<file path="config.mk">
export PLATFORM = sky130hd
export DESIGN_NAME = sub_byte_iter
export DESIGN_NICKNAME = d
export VERILOG_FILES = /design/src/rtl/sub_byte_iter_pkg.sv /design/src/rtl/sub_byte_iter_sbox.sv /design/src/rtl/sub_byte_iter.sv
export SDC_FILE = /design/constraint.sdc
export NUM_CORES = 2
export LEC_CHECK = 0
export CORE_ASPECT_RATIO = 0.6
export CORE_MARGIN = 8
export CORE_UTILIZATION = 40
export CTS_BUF_LIST = sky130_fd_sc_hd__clkbuf_4 sky130_fd_sc_hd__clkbuf_8
export CTS_CLUSTER_DIAMETER = 50
export CTS_CLUSTER_SIZE = 20
export DETAILED_ROUTE_END_ITERATION = 8
export GPL_TIMING_DRIVEN = 0
export HOLD_SLACK_MARGIN = 0.12
export PLACE_DENSITY = 0.53
export SYNTH_ARGS = -nofsm -noshare
export SYNTH_HDL_FRONTEND = slang
export SYNTH_SLANG_ARGS = --single-unit
</file>
<file path="constraint.sdc">
create_clock -name clk_i -period 25.3 [get_ports clk_i]
set_input_delay 5.06 -clock clk_i [delete_from_list [all_inputs] [get_ports clk_i]]
set_output_delay 5.06 -clock clk_i [all_outputs]
set_load 0.02 [all_outputs]
</file>
<file path="src/rtl/sub_byte_iter_pkg.sv">
// -----------------------------------------------------------------------------
// sub_byte_iter_pkg
// Shared AES definitions for the iterative SubBytes engine:
//   state_t          - engine FSM states (IDLE, BUSY, DONE)
//   AES_STATE_BYTES  - bytes in one 128-bit AES state
//   state_byte()     - byte n of a 128-bit word (byte n = w[8n+7:8n])
// -----------------------------------------------------------------------------
package sub_byte_iter_pkg;

    typedef enum logic [1:0] {
        IDLE = 2'd0,
        BUSY = 2'd1,
        DONE = 2'd2
    } state_t;

    localparam int AES_STATE_BYTES = 16;

    function automatic logic [7:0] state_byte(input logic [127:0] w, input int n);
        return w[8*n +: 8];
    endfunction

endpackage

</file>
<file path="src/rtl/sub_byte_iter_sbox.sv">
// -----------------------------------------------------------------------------
// sbox
// Forward AES S-box, combinational. Same port list as inv_sbox.
//   x      in   4  low nibble of the input byte
//   y      in   4  high nibble of the input byte
//   sbout  out  8  S({y,x})
// Computed as the GF(2^8) multiplicative inverse (a^254, with 0 -> 0)
// followed by the AES affine transform, so no 256-entry table is needed.
// -----------------------------------------------------------------------------
module sbox (
    input  logic [3:0] x,
    input  logic [3:0] y,
    output logic [7:0] sbout
);

    // GF(2^8) multiply modulo x^8 + x^4 + x^3 + x + 1
    function automatic logic [7:0] gf_mul(input logic [7:0] a, input logic [7:0] b);
        logic [7:0] p;
        logic [7:0] aa;
        p  = 8'h00;
        aa = a;
        for (int i = 0; i < 8; i++) begin
            if (b[i]) p = p ^ aa;
            aa = aa[7] ? ({aa[6:0], 1'b0} ^ 8'h1b) : {aa[6:0], 1'b0};
        end
        return p;
    endfunction

    // a^254 is the inverse for a != 0 and yields 0 for a == 0
    function automatic logic [7:0] gf_inv(input logic [7:0] a);
        logic [7:0] r;
        logic [7:0] sq;
        logic [7:0] e;
        r  = 8'h01;
        sq = a;
        e  = 8'd254;
        for (int i = 0; i < 8; i++) begin
            if (e[i]) r = gf_mul(r, sq);
            sq = gf_mul(sq, sq);
        end
        return r;
    endfunction

    logic [7:0] inv_byte;

    always_comb begin
        inv_byte = gf_inv({y, x});
        sbout    = inv_byte
                 ^ {inv_byte[6:0], inv_byte[7]}
                 ^ {inv_byte[5:0], inv_byte[7:6]}
                 ^ {inv_byte[4:0], inv_byte[7:5]}
                 ^ {inv_byte[3:0], inv_byte[7:4]}
                 ^ 8'h63;
    end

endmodule

</file>
<file path="src/rtl/sub_byte_iter.sv">
// -----------------------------------------------------------------------------
// sub_byte_iter
// Iterative AES SubBytes: accepts one 128-bit state, substitutes LANES bytes
// per cycle through LANES shared S-boxes, then presents the result.
//   clk_i    in   1    clock
//   rst_n_i  in   1    asynchronous active-low reset
//   valid_i  in   1    data_i holds a state   (accepted only in IDLE)
//   ready_o  out  1    engine is IDLE
//   data_i   in   128  input state, byte n = data_i[8n+7:8n]
//   valid_o  out  1    data_o holds a finished result (DONE)
//   ready_i  in   1    consumer takes the result
//   data_o   out  128  working register, valid only while valid_o=1
//   inv_i    in   1    only with SUB_BYTE_INV_EN: 1 = inverse S-box
// Optional feature macro: SUB_BYTE_INV_EN (adds inv_i, the mode flop and an
// inv_sbox per lane).
// -----------------------------------------------------------------------------
module sub_byte_iter
    import sub_byte_iter_pkg::*;
#(
    parameter int LANES = 4
) (
    input  logic         clk_i,
    input  logic         rst_n_i,
    input  logic         valid_i,
    output logic         ready_o,
    input  logic [127:0] data_i,
`ifdef SUB_BYTE_INV_EN
    input  logic         inv_i,
`endif
    output logic         valid_o,
    input  logic         ready_i,
    output logic [127:0] data_o
);

    localparam int CHUNKS = AES_STATE_BYTES / LANES;
    localparam int CW     = (CHUNKS > 1) ? $clog2(CHUNKS) : 1;

    state_t          state_reg;
    state_t          state_next;
    logic [CW-1:0]   cnt_reg;
    logic [127:0]    work_reg;
    logic [7:0]      lane_in  [LANES];
    logic [7:0]      lane_out [LANES];
    logic            last_chunk;

    assign last_chunk = (cnt_reg == CW'(CHUNKS - 1));

`ifdef SUB_BYTE_INV_EN
    logic mode_reg;

    always_ff @(posedge clk_i or negedge rst_n_i) begin
        if (!rst_n_i) begin
            mode_reg <= 1'b0;
        end else if (state_reg == IDLE && valid_i) begin
            mode_reg <= inv_i;
        end
    end
`endif

    // Lane gi works on byte cnt*LANES+gi of the working register
    for (genvar gi = 0; gi < LANES; gi++) begin : g_lane
        logic [7:0] fwd_out;

        assign lane_in[gi] = state_byte(work_reg, int'(cnt_reg) * LANES + gi);

        sbox u_sbox (
            .x     (lane_in[gi][3:0]),
            .y     (lane_in[gi][7:4]),
            .sbout (fwd_out)
        );

`ifdef SUB_BYTE_INV_EN
        logic [7:0] inv_out;

        inv_sbox u_inv_sbox (
            .x     (lane_in[gi][3:0]),
            .y     (lane_in[gi][7:4]),
            .sbout (inv_out)
        );

        assign lane_out[gi] = mode_reg ? inv_out : fwd_out;
`else
        assign lane_out[gi] = fwd_out;
`endif
    end

    always_comb begin
        state_next = state_reg;
        case (state_reg)
            IDLE:    if (valid_i)    state_next = BUSY;
            BUSY:    if (last_chunk) state_next = DONE;
            DONE:    if (ready_i)    state_next = IDLE;
            default:                 state_next = IDLE;
        endcase
    end

    always_ff @(posedge clk_i or negedge rst_n_i) begin
        if (!rst_n_i) begin
            state_reg <= IDLE;
            cnt_reg   <= '0;
            work_reg  <= '0;
        end else begin
            state_reg <= state_next;
            case (state_reg)
                IDLE: begin
                    if (valid_i) begin
                        work_reg <= data_i;
                        cnt_reg  <= '0;
                    end
                end
                BUSY: begin
                    for (int l = 0; l < LANES; l++) begin
                        work_reg[8*(int'(cnt_reg) * LANES + l) +: 8] <= lane_out[l];
                    end
                    // Wrap on the last chunk so the lane index never
                    // points past byte 15 while waiting in DONE.
                    cnt_reg <= last_chunk ? '0 : cnt_reg + 1'b1;
                end
                default: ;
            endcase
        end
    end

    // Outputs are decoded from the state flops only
    assign ready_o = (state_reg == IDLE);
    assign valid_o = (state_reg == DONE);
    assign data_o  = work_reg;

endmodule

</file>
---- Yosys cells after proc, flatten, opt, wreduce, memory -nomap -nowiden ----
Index checks and enable logic that the tools add are counted.
operators by class
  add/sub/neg operators ................... 8
  $mul .................................... 0
  divide/modulo/power cells ............... 0
  magnitude comparators ................... 0
  equal/unequal tests ..................... 6
  shifts and indexed selects .............. 12
  multiplexer cells ....................... 825
  bitwise operators ....................... 776
  reductions and logical operators ........ 4
operators with widths
  kind                      number
  $mux 8                    420
  $xor 8x8->8               380
  $mux 5                    368
  $not 4->4                 368
  $bwmux 128                4
  $shift 8x33->128 const A  4
  $shiftx 8x33->128         4
  $shiftx 128x9->8          3
  $pmux 128 s2              1
  $mux 128                  1
  $shiftx 128x8->8          1
  $neg 8->33                3
  $neg 7->33                1
  $mux 7                    4
  $not 1->1 const A         28
  $mux 6                    4
  $mux 2                    9
  $mux 4                    4
  $mux 3                    4
  $add 4x2->5 const B       2
  $pmux 2 s3                1
  $add 4x1->5 const B       1
  $eq 2x2->1 const B        2
  $mux 1                    4
  9 further kinds           10
storage, ports and cells
  flip-flop bits (word level) ............. 132
  bits in latches ......................... 0
  RAM bits ................................ 0
  memory bits (read-only) ................. 0
  input bits .............................. 132
  output and inout bits ................... 130
  logic and storage cells ................. 1634
  memories ................................ 0

---- Depth between registers and ports, before layout ----
  word-level depth ........................ 139
  mapped depth ............................ 68
  mapped depth without buffers ............ 52

---- Hierarchy ----
Synthesis repeated with hierarchy kept, for this count alone.
second synthesis, totals
  cell total of the unflattened synthesis .. 8396
  area total of the unflattened synthesis .. 68381.8 µm²
modules (own cells, without submodules)
  module                       instances  cells an instance  area each (µm²)  sequential area each (µm²)
  sbox (g_lane[1].u_sbox ...)  3          1942               15220.8          0.0
  sbox (g_lane[0].u_sbox)      1          1996               14960.6          0.0
  sub_byte_iter                1          574                7758.7           3303.2

---- Least setup slack after synthesis ----
OpenSTA, ideal clock, no wires.
  kind .................................... register to register
  start ................................... register cnt_reg[0]
  end ..................................... register work_reg[32] (netlist: data_o[32])
  library setup time ...................... 0.132 ns
  data arrival time ....................... 16.508 ns
  required time ........................... 25.168 ns
  setup slack ............................. 8.659 ns
  stages on the path, launching flop included .. 62
  buffers on the path ..................... 12
  clock period less this slack ............ 16.641 ns
  cells stage by stage .................... dfrtp_1 buf_6 mux4_2 buf_2 ha_1 clkbuf_1 nand2_1 xnor2_1 inv_1 clkbuf_1 clkbuf_1 ha_1 clkbuf_1 mux2i_1 xnor2_2 xnor3_1 buf_2 inv_1 [26 not listed] nor2_1 xnor3_1 xor2_1 xnor2_1 xor2_2 nand2_1 xnor3_1 xnor3_2 xnor3_2 xnor2_2 nor2_1 xnor2_1 xnor3_1 xnor3_1 xnor3_2 xnor3_2 xor2_1 o22ai_1
on the way
  longest elaborated chain between the ends .. 135
  elaborated cells on any way between the ends .. 1584
  those cells by class .................... add/sub (7); shift (12); mux (817); bitwise (748)
ends and longest elaborated chain
  item                                                                    RTL line                                                            source
  start: declaration                                                      sub_byte_iter.sv:40                                                 logic [CW-1:0] cnt_reg;
  start signal: assignment                                                sub_byte_iter.sv:117                                                cnt_reg <= last_chunk ? '0 : cnt_reg + 1'b1;
  $add 4x1->5 / $shiftx 128x8->8 (equally long branches)                  sub_byte_iter.sv:64, sub_byte_iter.sv:113, sub_byte_iter_pkg.sv:19
  $shiftx 128x9->8 (tied with other cells)                                sub_byte_iter_pkg.sv:19                                             return w[8*n +: 8];
  $mux 8 (tied with other cells)                                          sub_byte_iter_sbox.sv:23                                            if (b[i]) p = p ^ aa;
  $xor 8x8->8 / $mux 8 (equally long branches)                            sub_byte_iter_sbox.sv:23
  $mux 8 / $xor 8x8->8 (equally long branches)                            sub_byte_iter_sbox.sv:23
  $xor 8x8->8 / $mux 8 (equally long branches)                            sub_byte_iter_sbox.sv:23
  $mux 8 / $xor 8x8->8 (equally long branches)                            sub_byte_iter_sbox.sv:23
  $xor 8x8->8 / $mux 8 (equally long branches)                            sub_byte_iter_sbox.sv:23
  [118 not listed]                                                        --
  $xor 8x8->8 (on tied branches)                                          sub_byte_iter_sbox.sv:50, sub_byte_iter_sbox.sv:51
  $xor 8x8->8 (on tied branches)                                          sub_byte_iter_sbox.sv:51, sub_byte_iter_sbox.sv:52
  $xor 8x8->8 / $not 4->4 (equally long branches)                         --
  $not 4->4 (no source line) / $shiftx 8x33->128 (equally long branches)  --
  $shiftx 8x33->128 / $bwmux 128 (equally long branches)                  sub_byte_iter.sv:113                                                work_reg[8*(int'(cnt_reg) * LANES + l) +: 8] <= lane_out[l];
  $bwmux 128 (2 in a row)                                                 sub_byte_iter.sv:113
  $bwmux 128 (*)                                                          sub_byte_iter.sv:113
  $pmux 128 s2 (*)                                                        sub_byte_iter.sv:104                                                case (state_reg)
  end signal: assignment                                                  sub_byte_iter.sv:107                                                work_reg <= data_i;
  end signal: indexed assignment                                          sub_byte_iter.sv:113
  end: declaration                                                        sub_byte_iter.sv:41                                                 logic [127:0] work_reg;
Every way passes the cells marked *; elsewhere a longest branch is shown, timed or not.
A chain may end at the register's enable or synchronous reset.

---- Worst setup path after layout ----
  start ................................... register cnt_reg[1]
  end ..................................... register work_reg[97] (netlist: data_o[97])
Same word-level chain as after synthesis.

==> impl_summary.txt <==
----------------------------------------------------
[STA]
  Count of endpoints failing setup in the final report ... 0
  Largest clock skew in the final design ... 26.1 ps
  Setup Total Neg Slack ... 0 ps
  Max-Slew Margin vs Limit ... -5.11%
  Final hold viol count ... 0
  Share of the clock period used by the worst path after layout ... 88.3%
  Final slew viol count ... 8
  Hold Slack ... 518 ps
  Worst-margin pin slew ... 1570 ps
  Final critical-path required period ... 22,340 ps
  Unrepaired setup endpoints after global routing ... no
  Fmax achieved ... 44.8 MHz

[Synthesis]
  Top cell type's share of synthesized area ... 22.3%
  Mapped Avg Cell Area ... 7.64 um2
  Flip-flop and latch count after synthesis ... 132
  Main synth FF type ... sky130_fd_sc_hd__dfrtp_1
  Yosys top cell by area ... sky130_fd_sc_hd__xnor2_1
  Share of synthesized area occupied by flip-flops and latches ... 5.50%
  Number of enable flip-flop cells after synthesis ... 0
  Number of distinct library cell variants in the gate-level netlist after synthesis ... 107
  Yosys warning count ... 0
  Fraction of registers with async set or reset after synthesis ... 100%
  Synth Cell Area ... 0.0601 mm2
  Gate count after technology mapping ... 7,859
  Top area cells in the synthesized netlist ... sky130_fd_sc_hd__xnor2_1, sky130_fd_sc_hd__xnor3_1, sky130_fd_sc_hd__nor2_1
  Post-Syn Nets ... 8,014

[Critical path]
  Kind of capture point of the worst setup path ... flop
  Capture instance of the worst register-to-register path ... data_o[97]$_DFFE_PN0P_
  Reg2reg setup slack ... 2960 ps
  Bufs and invs on worst path ... 18
  Startpoint of the worst setup timing path ... cnt_reg[1]$_DFFE_PN0P_
  Cell mode on critical path ... sky130_fd_sc_hd__clkbuf_1
  Worst setup path endpoint ... data_o[97]$_DFFE_PN0P_
  Max incr delay on CP ... 790 ps
  Worst Path Max Fanout ... 10
  Required time of the worst setup path ... 25,640 ps
  Arr. time, crit path ... 22,680 ps
  Worst reg-to-reg path cell count ... 65
  Kind of cell with the highest combined delay on the critical path ... buffers and inverters
  CP Class ... reg -> reg
  CP startpoint kind ... flop
  Crit. path cell count ... 65
  Critical-path top delay cell ... sky130_fd_sc_hd__xnor2_1
  Startpoint of the most critical register-to-register path ... cnt_reg[1]$_DFFE_PN0P_

[Cells and area]
  Multi-input logic area ... 0.0541 mm2
  Number of fillers in the final layout ... 15,400
  Final std cell area, no fill ... 0.0656 mm2
  Highest-count cells in the layout ignoring fill and taps ... sky130_fd_sc_hd__xnor2_1, sky130_fd_sc_hd__nor2_1, sky130_fd_sc_hd__nand2_1, sky130_fd_sc_hd__a21oi_1, sky130_fd_sc_hd__xor2_1
  Largest register FFs ... 128
  Relative area change from synthesis to final layout ... 9.28%
  Final-stage net count ... 8,295
  Fin util ... 43.9%
  Register area ... 0.00330 mm2
  Most common library cell in the layout ignoring fill and taps ... sky130_fd_sc_hd__xnor2_1
  Layout cells sized above 1 ... 5.03%

[Status]
  Violated checks ... max-capacitance violations, max-slew violations
  Run status ... finished, violations left

[Route]
  Final WL ... 239,000 um
  Metal2 WL ... 94,900 um
  Number of antenna-violating nets in the routed design ... 0
  Total met3 wirelength after detailed routing ... 23,200 um
  Routed vias/inst ... 5.93
  Vias ... 60,300
  Top Layer Used ... met5
  Average wire length per cell after detail routing ... 23.5 um
  Routed met1 length ... 116,000 um
  DRC errors left ... 0
  First-pass DRT Iterations ... 8
  Starting DRC count in detailed routing ... 8,129

[Placed design]
  Post-place instance area ... 0.0652 mm2
  Global placer's final weighted congestion ... 0.966
  DP HPWL ... 190,000 um
  Port bufs ... 261

[Floorplan]
  Die area ... 0.163 mm2
  Die span in y ... 316 um
  Site row count ... 110
  Die outline width ... 516 um
  Count of pins on the block boundary ... 262
  Initial cell density of the core ... 40.2%
  CORE AREA ... 0.149 mm2

[GRT]
  Remaining global-route overflow ... 0
  Number of antenna violations at the first check in global routing ... 7
  GRT Resource Usage Total ... 27.7%
  Global-route wire length before repair ... 358,000 um
  Pin count of the biggest net entering global routing ... 70
  Vias in the first global route ... 54,800

[CTS]
  Hold bufs inserted after CTS ... 0
  Maximum clock insertion buffer count ... 2
  Post-CTS setup buffer count ... 0
  Total clock sinks ... 132
  Clock latency of the later-clocked register in the worst-skew pair ... 500 ps
  Clock tree from TritonCTS ... done
  CTS Root Cell ... sky130_fd_sc_hd__clkbuf_8
  Reg clk slew, reported paths ... 90 ps
  Number of buffers created by CTS ... 17
  Post-cts repair resize count ... 0
  CTS H-tree lvls ... 4

[Hold path]
  Worst hold path class ... reg -> reg

[Job]
  Count of max-cap constraint violations ... 1

----------------------------------------------------
==> per-layer routing <==
metal / global-route usage, % / up-vias
met5: 0 / -
met4: 5.83 / 2
met3: 4.28 / 205
met2: 38.2 / 3070
met1: 44.2 / 29300
li1: - / 27700
==> how the worst min path moves through the flow <==
stage / startpoint / to / slack [ps] / depth (start not counted)
CTS: data_o[106]$_DFFE_PN0P_ / data_o[106]$_DFFE_PN0P_ / 520 / 2
finish: data_o[106]$_DFFE_PN0P_ / data_o[106]$_DFFE_PN0P_ / 520 / 2
detailed placement: data_o[114]$_DFFE_PN0P_ / data_o[114]$_DFFE_PN0P_ / 500 / 2
global route: data_o[83]$_DFFE_PN0P_ / data_o[83]$_DFFE_PN0P_ / 550 / 2
floorplan: data_o[16]$_DFFE_PN0P_ / data_o[16]$_DFFE_PN0P_ / 600 / 2
global placement: data_o[26]$_DFFE_PN0P_ / data_o[26]$_DFFE_PN0P_ / 490 / 2
==> cell families (layout without fill, tap and decap cells) <==
kind of cell | count (synthesis) | count (layout) | share of synthesized area [%]
XOR/XNOR | 2481 | 2481 | 47.7
AND/OR/NAND/NOR | 2624 | 2624 | 18.7
other | 0 | 3 | 0
flip-flops | 132 | 132 | 5.50
adder cells (fa/ha/maj) | 24 | 24 | 0.496
buffers and inverters | 646 | 940 | 4.43
multiplexers | 275 | 275 | 5.41
AO/OA/AOI/OAI | 1677 | 1677 | 17.8
==> worst min-delay path, delay by kind of cell, from the launching register on <==
family / cells / cell delay [ps]
AOI/OAI and AO/OA: 1 / 60
DFF: 1 / 370
and+or+nand+nor: 1 / 50
==> stage by stage <==
step | worst slack, ps | instances
6_report | 2960 | 10200
3_3_place_gp | 3760 | 10100
3_5_place_dp | 3650 | 10100
2_1_floorplan | 8660 | 7859
5_1_grt | 1850 | 10200
4_1_cts | 3530 | 10200
==> cells in the mapped netlist, types with 20 or more instances <==
cell,number
sky130_fd_sc_hd__xnor2_1,1526
sky130_fd_sc_hd__mux4_2,35
sky130_fd_sc_hd__buf_1,38
sky130_fd_sc_hd__dfrtp_1,132
sky130_fd_sc_hd__buf_2,96
sky130_fd_sc_hd__xor2_1,430
sky130_fd_sc_hd__mux2_2,39
sky130_fd_sc_hd__o22ai_1,175
sky130_fd_sc_hd__mux2i_1,198
sky130_fd_sc_hd__o32ai_1,27
sky130_fd_sc_hd__nand2b_1,54
sky130_fd_sc_hd__o31ai_1,21
sky130_fd_sc_hd__a221oi_1,27
sky130_fd_sc_hd__buf_4,20
sky130_fd_sc_hd__inv_1,69
sky130_fd_sc_hd__clkbuf_1,398
sky130_fd_sc_hd__a22oi_1,115
sky130_fd_sc_hd__nor2b_1,71
sky130_fd_sc_hd__and3_1,37
sky130_fd_sc_hd__a31oi_1,70
sky130_fd_sc_hd__a21oi_1,470
sky130_fd_sc_hd__xor2_2,25
sky130_fd_sc_hd__o21ai_0,324
sky130_fd_sc_hd__nor4_1,20
sky130_fd_sc_hd__nand2_1,749
sky130_fd_sc_hd__ha_1,23
sky130_fd_sc_hd__and2_1,56
sky130_fd_sc_hd__xnor2_2,54
sky130_fd_sc_hd__o211ai_1,62
sky130_fd_sc_hd__nor2_1,1185
sky130_fd_sc_hd__a211oi_1,68
sky130_fd_sc_hd__o221ai_1,30
sky130_fd_sc_hd__or3_1,34
sky130_fd_sc_hd__nand3_1,164
sky130_fd_sc_hd__o21ai_1,41
sky130_fd_sc_hd__nor3_1,161
sky130_fd_sc_hd__o21a_1,21
sky130_fd_sc_hd__xnor3_1,360
sky130_fd_sc_hd__xor3_1,48
==> layout make-up <==
| class | instances | area share, % |
|---|---|---|
| multi-input cells | 7081 | 82.4 |
| flip-flops and latches | 132 | 5.03 |
| repair buffers | 262 | 4.03 |
| well taps | 2016 | 3.84 |
| plain buffers | 557 | 3.54 |
| inverters | 89 | 0.509 |
| clock buffers | 18 | 0.368 |
| clock inverters | 14 | 0.219 |
| diodes | 3 | 0.0114 |
Power is left out: the tool's default activity adds up to more than one toggle a clock period on the data nets, which glitch-free logic cannot reach.
